### src/rtl/exe_seq_pkg.sv
// Shared encodings for the exe_seq instruction sequencer: state codes,
// instruction word layout and operand widths.
package exe_seq_pkg;

    localparam int unsigned INSTR_W = 16;
    localparam int unsigned OPER_W  = 3;
    localparam int unsigned REG_W   = 4;
    localparam int unsigned DATA_W  = 6;
    localparam int unsigned FLAG_W  = 4;

    localparam int unsigned OPER_MSB = 15;
    localparam int unsigned OPER_LSB = 13;
    localparam int unsigned IMM_BIT  = 12;
    localparam int unsigned DEST_MSB = 11;
    localparam int unsigned DEST_LSB = 8;
    localparam int unsigned SRCA_MSB = 7;
    localparam int unsigned SRCA_LSB = 4;
    localparam int unsigned SRCB_MSB = 3;
    localparam int unsigned SRCB_LSB = 0;
    localparam int unsigned IMMV_MSB = 5;
    localparam int unsigned IMMV_LSB = 0;

    typedef enum logic [1:0] {
        ST_IDLE  = 2'd0,
        ST_IMM   = 2'd1,
        ST_ISSUE = 2'd2,
        ST_WB    = 2'd3
    } state_e;

    typedef struct packed {
        logic [OPER_W-1:0] oper;
        logic              imm;
        logic [REG_W-1:0]  dest;
        logic [REG_W-1:0]  src_a;
        logic [REG_W-1:0]  src_b;
    } instr_t;

    function automatic instr_t decode(input logic [INSTR_W-1:0] w);
        instr_t d;
        d.oper  = w[OPER_MSB:OPER_LSB];
        d.imm   = w[IMM_BIT];
        d.dest  = w[DEST_MSB:DEST_LSB];
        d.src_a = w[SRCA_MSB:SRCA_LSB];
        d.src_b = w[SRCB_MSB:SRCB_LSB];
        return d;
    endfunction

endpackage

### src/rtl/exe_seq_fsm.sv
// Sequencer control: IDLE -> (IMM) -> ISSUE -> WB -> IDLE, with registered
// ready/busy so they are glitch-free at the handshake boundary.
module exe_seq_fsm
    import exe_seq_pkg::*;
(
    input  logic   clk_i,
    input  logic   rst_ni,
    input  logic   valid_i,
    input  logic   imm_i,
    output state_e state_o,
    output logic   ready_o,
    output logic   busy_o
);

    state_e state_q, state_d;
    logic   ready_q;
    logic   busy_q;

    always_comb begin
        state_d = state_q;
        case (state_q)
            ST_IDLE:  if (valid_i && ready_q) state_d = imm_i ? ST_IMM : ST_ISSUE;
            ST_IMM:   if (valid_i && ready_q) state_d = ST_ISSUE;
            ST_ISSUE: state_d = ST_WB;
            ST_WB:    state_d = ST_IDLE;
            default:  state_d = ST_IDLE;
        endcase
    end

    // ready/busy are registered from the next state so they line up with state_q.
    always_ff @(posedge clk_i or negedge rst_ni) begin
        if (!rst_ni) begin
            state_q <= ST_IDLE;
            ready_q <= 1'b1;
            busy_q  <= 1'b0;
        end else begin
            state_q <= state_d;
            ready_q <= (state_d == ST_IDLE) || (state_d == ST_IMM);
            busy_q  <= (state_d != ST_IDLE);
        end
    end

    assign state_o = state_q;
    assign ready_o = ready_q;
    assign busy_o  = busy_q;

endmodule

### src/rtl/exe_seq.sv
// Instruction sequencer feeding the execute stage operands and writing the
// execute result back through reg2/wdata during the WB cycle only.
module exe_seq
    import exe_seq_pkg::*;
#(
    parameter int unsigned SINK_REG = 0,
    parameter int unsigned CNT_W    = 8
) (
    input  logic                     i_clk,
    input  logic                     i_rsn,
    input  logic [INSTR_W-1:0]       i_instr,
    input  logic                     i_valid,
    output logic                     o_ready,
    input  logic signed [DATA_W-1:0] i_res,
    input  logic [FLAG_W-1:0]        i_flag,
    output logic [OPER_W-1:0]        o_oper,
    output logic [REG_W-1:0]         o_reg0,
    output logic [REG_W-1:0]         o_reg1,
    output logic [REG_W-1:0]         o_reg2,
    output logic signed [DATA_W-1:0] o_data,
    output logic                     o_imm,
    output logic signed [DATA_W-1:0] o_wdata,
    output logic [FLAG_W-1:0]        o_flag,
    output logic                     o_busy,
    output logic [CNT_W-1:0]         o_icnt
);

    localparam logic [REG_W-1:0] SINK = REG_W'(SINK_REG);

    state_e state;
    logic   xfer;
    instr_t dec;

    instr_t                     hdr_q,   hdr_d;
    logic [OPER_W-1:0]          oper_q,  oper_d;
    logic [REG_W-1:0]           reg0_q,  reg0_d;
    logic [REG_W-1:0]           reg1_q,  reg1_d;
    logic signed [DATA_W-1:0]   data_q,  data_d;
    logic                       imm_q,   imm_d;
    logic signed [DATA_W-1:0]   wdata_q, wdata_d;
    logic [FLAG_W-1:0]          flag_q,  flag_d;
    logic [CNT_W-1:0]           icnt_q,  icnt_d;

    assign dec  = decode(i_instr);
    assign xfer = i_valid && o_ready;

    exe_seq_fsm u_fsm (
        .clk_i   (i_clk),
        .rst_ni  (i_rsn),
        .valid_i (i_valid),
        .imm_i   (dec.imm),
        .state_o (state),
        .ready_o (o_ready),
        .busy_o  (o_busy)
    );

    // Operand outputs load only on entry to ISSUE; the header is parked in
    // hdr_q while IMM waits, so outputs keep the previous instruction meanwhile.
    always_comb begin
        hdr_d   = hdr_q;
        oper_d  = oper_q;
        reg0_d  = reg0_q;
        reg1_d  = reg1_q;
        data_d  = data_q;
        imm_d   = imm_q;
        wdata_d = wdata_q;
        flag_d  = flag_q;
        icnt_d  = icnt_q;
        case (state)
            ST_IDLE: begin
                if (xfer) begin
                    hdr_d = dec;
                    if (!dec.imm) begin
                        oper_d = dec.oper;
                        reg0_d = dec.src_a;
                        reg1_d = dec.src_b;
                        imm_d  = 1'b0;
                        data_d = '0;
                    end
                end
            end
            ST_IMM: begin
                if (xfer) begin
                    oper_d = hdr_q.oper;
                    reg0_d = hdr_q.src_a;
                    reg1_d = hdr_q.src_b;
                    imm_d  = hdr_q.imm;
                    data_d = i_instr[IMMV_MSB:IMMV_LSB];
                end
            end
            ST_ISSUE: begin
                wdata_d = i_res;
                flag_d  = i_flag;
            end
            ST_WB: begin
                icnt_d = icnt_q + CNT_W'(1);
            end
            default: ;
        endcase
    end

    always_ff @(posedge i_clk or negedge i_rsn) begin
        if (!i_rsn) begin
            hdr_q   <= '0;
            oper_q  <= '0;
            reg0_q  <= '0;
            reg1_q  <= '0;
            data_q  <= '0;
            imm_q   <= 1'b0;
            wdata_q <= '0;
            flag_q  <= '0;
            icnt_q  <= '0;
        end else begin
            hdr_q   <= hdr_d;
            oper_q  <= oper_d;
            reg0_q  <= reg0_d;
            reg1_q  <= reg1_d;
            data_q  <= data_d;
            imm_q   <= imm_d;
            wdata_q <= wdata_d;
            flag_q  <= flag_d;
            icnt_q  <= icnt_d;
        end
    end

    assign o_oper  = oper_q;
    assign o_reg0  = reg0_q;
    assign o_reg1  = reg1_q;
    assign o_data  = data_q;
    assign o_imm   = imm_q;
    assign o_flag  = flag_q;
    assign o_icnt  = icnt_q;
    // Outside WB the register file only ever sees a write of 0 to the scratch register.
    assign o_reg2  = (state == ST_WB) ? hdr_q.dest : SINK;
    assign o_wdata = (state == ST_WB) ? wdata_q : '0;

endmodule
### config.mk
export PLATFORM = sky130hd
export DESIGN_NAME = exe_seq
export DESIGN_NICKNAME = d
export VERILOG_FILES = /design/src/rtl/exe_seq_pkg.sv /design/src/rtl/exe_seq_fsm.sv /design/src/rtl/exe_seq.sv
export SDC_FILE = /design/constraint.sdc
export NUM_CORES = 1
export LEC_CHECK = 0
export ABC_AREA = 1
export CAP_MARGIN = 10
export CELL_PAD_IN_SITES_DETAIL_PLACEMENT = 0
export CELL_PAD_IN_SITES_GLOBAL_PLACEMENT = 2
export CORE_AREA = 3 3 102 104
export CTS_BUF_LIST = sky130_fd_sc_hd__clkbuf_16
export CTS_CLUSTER_DIAMETER = 50
export DETAILED_ROUTE_END_ITERATION = 12
export DIE_AREA = 0 0 105 107
export GPL_ROUTABILITY_DRIVEN = 0
export PLACE_DENSITY_LB_ADDON = 0.12
export SYNTH_ARGS = -nofsm -noshare
export SYNTH_HDL_FRONTEND = slang
export SYNTH_HIERARCHICAL = 1
export SYNTH_SLANG_ARGS = --single-unit
### constraint.sdc
create_clock -name i_clk -period 1.8 [get_ports i_clk]
set_clock_uncertainty 0.15 [all_clocks]
set_input_delay 0.36 -clock i_clk [delete_from_list [all_inputs] [get_ports i_clk]]
set_output_delay 0.36 -clock i_clk [all_outputs]
set_load 0.05 [all_outputs]
==> key figures <==
Yosys
  • Mux cell area share after synthesis: 0.441%
  • Synthesized area: 0.00255 sq mm
  • Yosys warns: 6
  • Synth Area in Simple Gates: 27.5%
  • Mapped Cells: 312
  • Compound-Gate Fraction of Synth Area: 6.18%
  • Post-synthesis sequential area ratio: 55.0%
  • Xor and xnor area share after synthesis: 1.37%
  • Adder-cell share of the synthesized area: 0.490%
  • Library cells used by synthesis: 24
  • Synth Area per Inst: 8.18 sq um
  • Main combinational cell family by area after synthesis: simple AND/OR/NAND/NOR gates
  • Number of synthesized register bits: 56
  • Synthesized Nets: 342

CTS
  • CTS tree: done
  • Worst skew pair latency: 0.29 ns
  • Clock Path Buffers: 2
  • Reg clk slew, reported paths: 0.07 ns
  • Root Buffer: clkbuf_16
  • CTS Buf Count: 5
  • CTS resizes: 0
  • H-tree depth: 2
  • CTS Sinks: 56

Timing
  • Post-route clock period utilization: 95.4%
  • RSZ-0062 raised after global routing: false
  • Worst Max-Slew Pin Slew: 0.479 ns
  • Total negative slack: 0 ns
  • Fmax achieved: 0.582 GHz
  • Fin crit period: 1.72 ns
  • Slew Limit Fails: 0
  • # setup viols final: 0
  • Final hold slack: 0.323 ns
  • Slew headroom: 68.0%
  • Final hold vios: 0

Route
  • TritonRoute pass-1 iters: 4
  • Post-route antenna net violation count: 0
  • DRT iter0 DRCs: 75
  • Wire length per cell: 12.0 microns
  • Total vias in the final route: 2134
  • DR vias/cell: 4.05
  • DRC Markers: 0
  • Final wirelength: 6350 microns

Place
  • Number of port buffers: 70
  • Placed instance count: 515
  • Cell area after placement: 0.00370 sq mm
  • Hpwl dp: 4560 microns

Global routing
  • First-pass GRT wire length: 10900 microns
  • All-Layer GR Usage: 12.1%
  • Pin count of the biggest net entering global routing: 33
  • Initial antenna violation count: 0
  • Number of global-route vias before repair: 2164
  • GR Overflow Total: 0

Floorplanning
  • CORE AREA: 0.00964 sq mm
  • IO Pins: 71
  • Die area: 0.0112 sq mm
  • Die Height: 107 microns
  • Cell Rows: 36
  • Die Wd: 105 microns
  • Initial Utilization: 26.5%

Run
  • Max Cap Viol: 0

Power and ir drop
  • Clk pwr share: 13.0%
  • Leakage: 1.99 nW
  • Switching pwr: 0.00342 W
  • Final Power: 0.00732 W
  • VDD IR max: 0.749 mV
  • Combinational share of power: 57.4%
  • Cell Pwr Density: 1880 mW/mm^2
  • Seq pwr share: 29.6%
  • Internal Pwr Total: 0.00390 W
  • Sw frac: 46.8%

Setup path
  • Startpoint type of the worst setup path: register
  • CP max-delay cell: dfrtp_1
  • Crit-path max FO: 13
  • Most frequent cell on the critical path: buf_12
  • Kind of critical path: reg -> out
  • Critical Path RT: 1.29 ns
  • Worst r2r path cells: 5
  • CP cell instances: nand2_1 > buf_12 > nor2_4 > buf_12
  • CP peak stage delay: 0.40 ns
  • Crit path DAT: 1.21 ns
  • Crit end category: output pin

Worst hold path
  • Hold path depth: 2
  • Hold Crit Class: reg -> reg

Final layout
  • Final net count: 423
  • Diodes inserted: 0
  • Post-route cell area: 0.00389 sq mm
  • Non-filler cells, final: 527
  • Layout cells sized above 1: 22.8%
  • Layout area overhead: 52.3%

Run status
  • Outcome: finished, final reports clean
==> per-stage QoR <==
stage / util [%] / worst slack (ns)
2_1_floorplan: - / 0.00279
3_3_place_gp: 38.4 / -0.0160
3_5_place_dp: 38.4 / -0.0485
4_1_cts: 40.0 / 0.0661
5_1_grt: 40.3 / 0.0390
6_report: 40.3 / 0.0831
==> logic make-up after synthesis <==
| kind of cell | Yosys count |
|---|---|
| AND/OR/NAND/NOR | 173 |
| flip-flops | 56 |
| buffers and inverters | 51 |
| AO/OA/AOI/OAI | 26 |
| XOR/XNOR | 4 |
| multiplexers | 1 |
| adder cells (fa/ha/maj) | 1 |
==> synth_stat cells <==
library cell    n  area (sq um)
nand2_1       116           435
dfrtp_1        55          1380
inv_1          34           128
nor2_1         30           113
nand3_1        19          95.1
a21oi_1        12          60.1
o21ai_0        12          60.1
buf_4           5          37.5
inv_2           5          18.8
buf_2           4          20.0
buf_6           2          22.5
nand2_2         2          12.5
nand3_2         2          20.0
nor2_2          2          12.5
xnor2_1         2          17.5
xor2_1          2          17.5
a21oi_4         1          16.3
clkbuf_1        1          3.75
dfstp_2         1          26.3
ha_1            1          12.5
mux2_2          1          11.3
nand3b_1        1          7.51
nand4_1         1          6.26
o211ai_4        1          21.3
==> sequential cells by signal, summed over array words and instances, names as in the netlist <==
name and flops:
o_icnt 8, o_data 6, u_fsm/state_o 2, hdr_q 16, o_flag 4, u_fsm/ready_o 1
o_oper 3, o_imm 1, u_fsm/busy_o 1, wdata_q 6, o_reg1 4, o_reg0 4
==> cells in the final DEF (no fill, tap or decap), types with 10 or more instances in the layout <==
cell             netlist  final
nand3_1               19     19
clkdlybuf4s50_1        0     27
buf_4                  5     31
nor2_4                 0     10
dfrtp_1               55     55
o21ai_0               12     12
nor2_1                30     20
a21oi_1               12     12
buf_12                 0     26
inv_1                 34     34
nand2_1              116    116
==> worst max-delay path, delay by kind of cell (launching register included) <==
kind / cells / cell delay (ns)
flops: 1 / 0.40
buf+inv: 2 / 0.33
simple gates: 2 / 0.17
==> final timing paths <==
kind / startpoint / to / slack [ns]
hold / removal: o_flag[1]$_DFFE_PN0N_ / o_flag[1]$_DFFE_PN0N_ / 0.32
hold reg to reg: o_flag[1]$_DFFE_PN0N_ / o_flag[1]$_DFFE_PN0N_ / 0.32
setup reg to reg: u_fsm/state_o[0]$_DFF_PN0_ / wdata_q[2]$_DFFE_PN0N_ / 0.27
setup / recovery: u_fsm/state_o[1]$_DFF_PN0_ / o_reg2[0] / 0.08
max in group asynchronous: i_rsn / u_fsm/ready_o$_DFF_PN1_ / 0.56
min in group asynchronous: i_rsn / hdr_q[12]$_DFFE_PN0P_ / 0.39
==> power groups by stage <==
stage | combinational [W] | clock [W] | sequential [W]
floorplan | 0.00164 | 0 | 0.00317
global placement | 0.00417 | 0 | 0.00222
detailed placement | 0.00421 | 0 | 0.00221
CTS | 0.00425 | 0.000993 | 0.00218
global route | 0.00457 | 0.00104 | 0.00225
finish | 0.00420 | 0.000951 | 0.00217
==> area by class of cell <==
cell class | instances | area [sq um]
multi-input cells | 205 | 993
clock buffers | 5 | 125
flip-flops and latches | 56 | 1400
well taps | 133 | 166
clock inverters | 3 | 13.8
fillers | 1015 | 5750
repair buffers | 86 | 1040
inverters | 39 | 146
==> layer usage <==
metal  vias up  wire [microns]  global-route usage [%]
met5         -               0                       0
met4         0              74                    3.37
met3         7             335                    2.71
met2        50            2940                    19.7
met1       969            3000                    16.2
li1       1108               -                       -
==> repair_timing <==
item	in CTS	in global routing
hold endpoints to repair	12	0
hold buffers	1	0
endpoints found under the setup margin	10	6
setup buffers	1	2
pin swaps	0	1
Note: power is estimated with default switching activity, not from simulation.
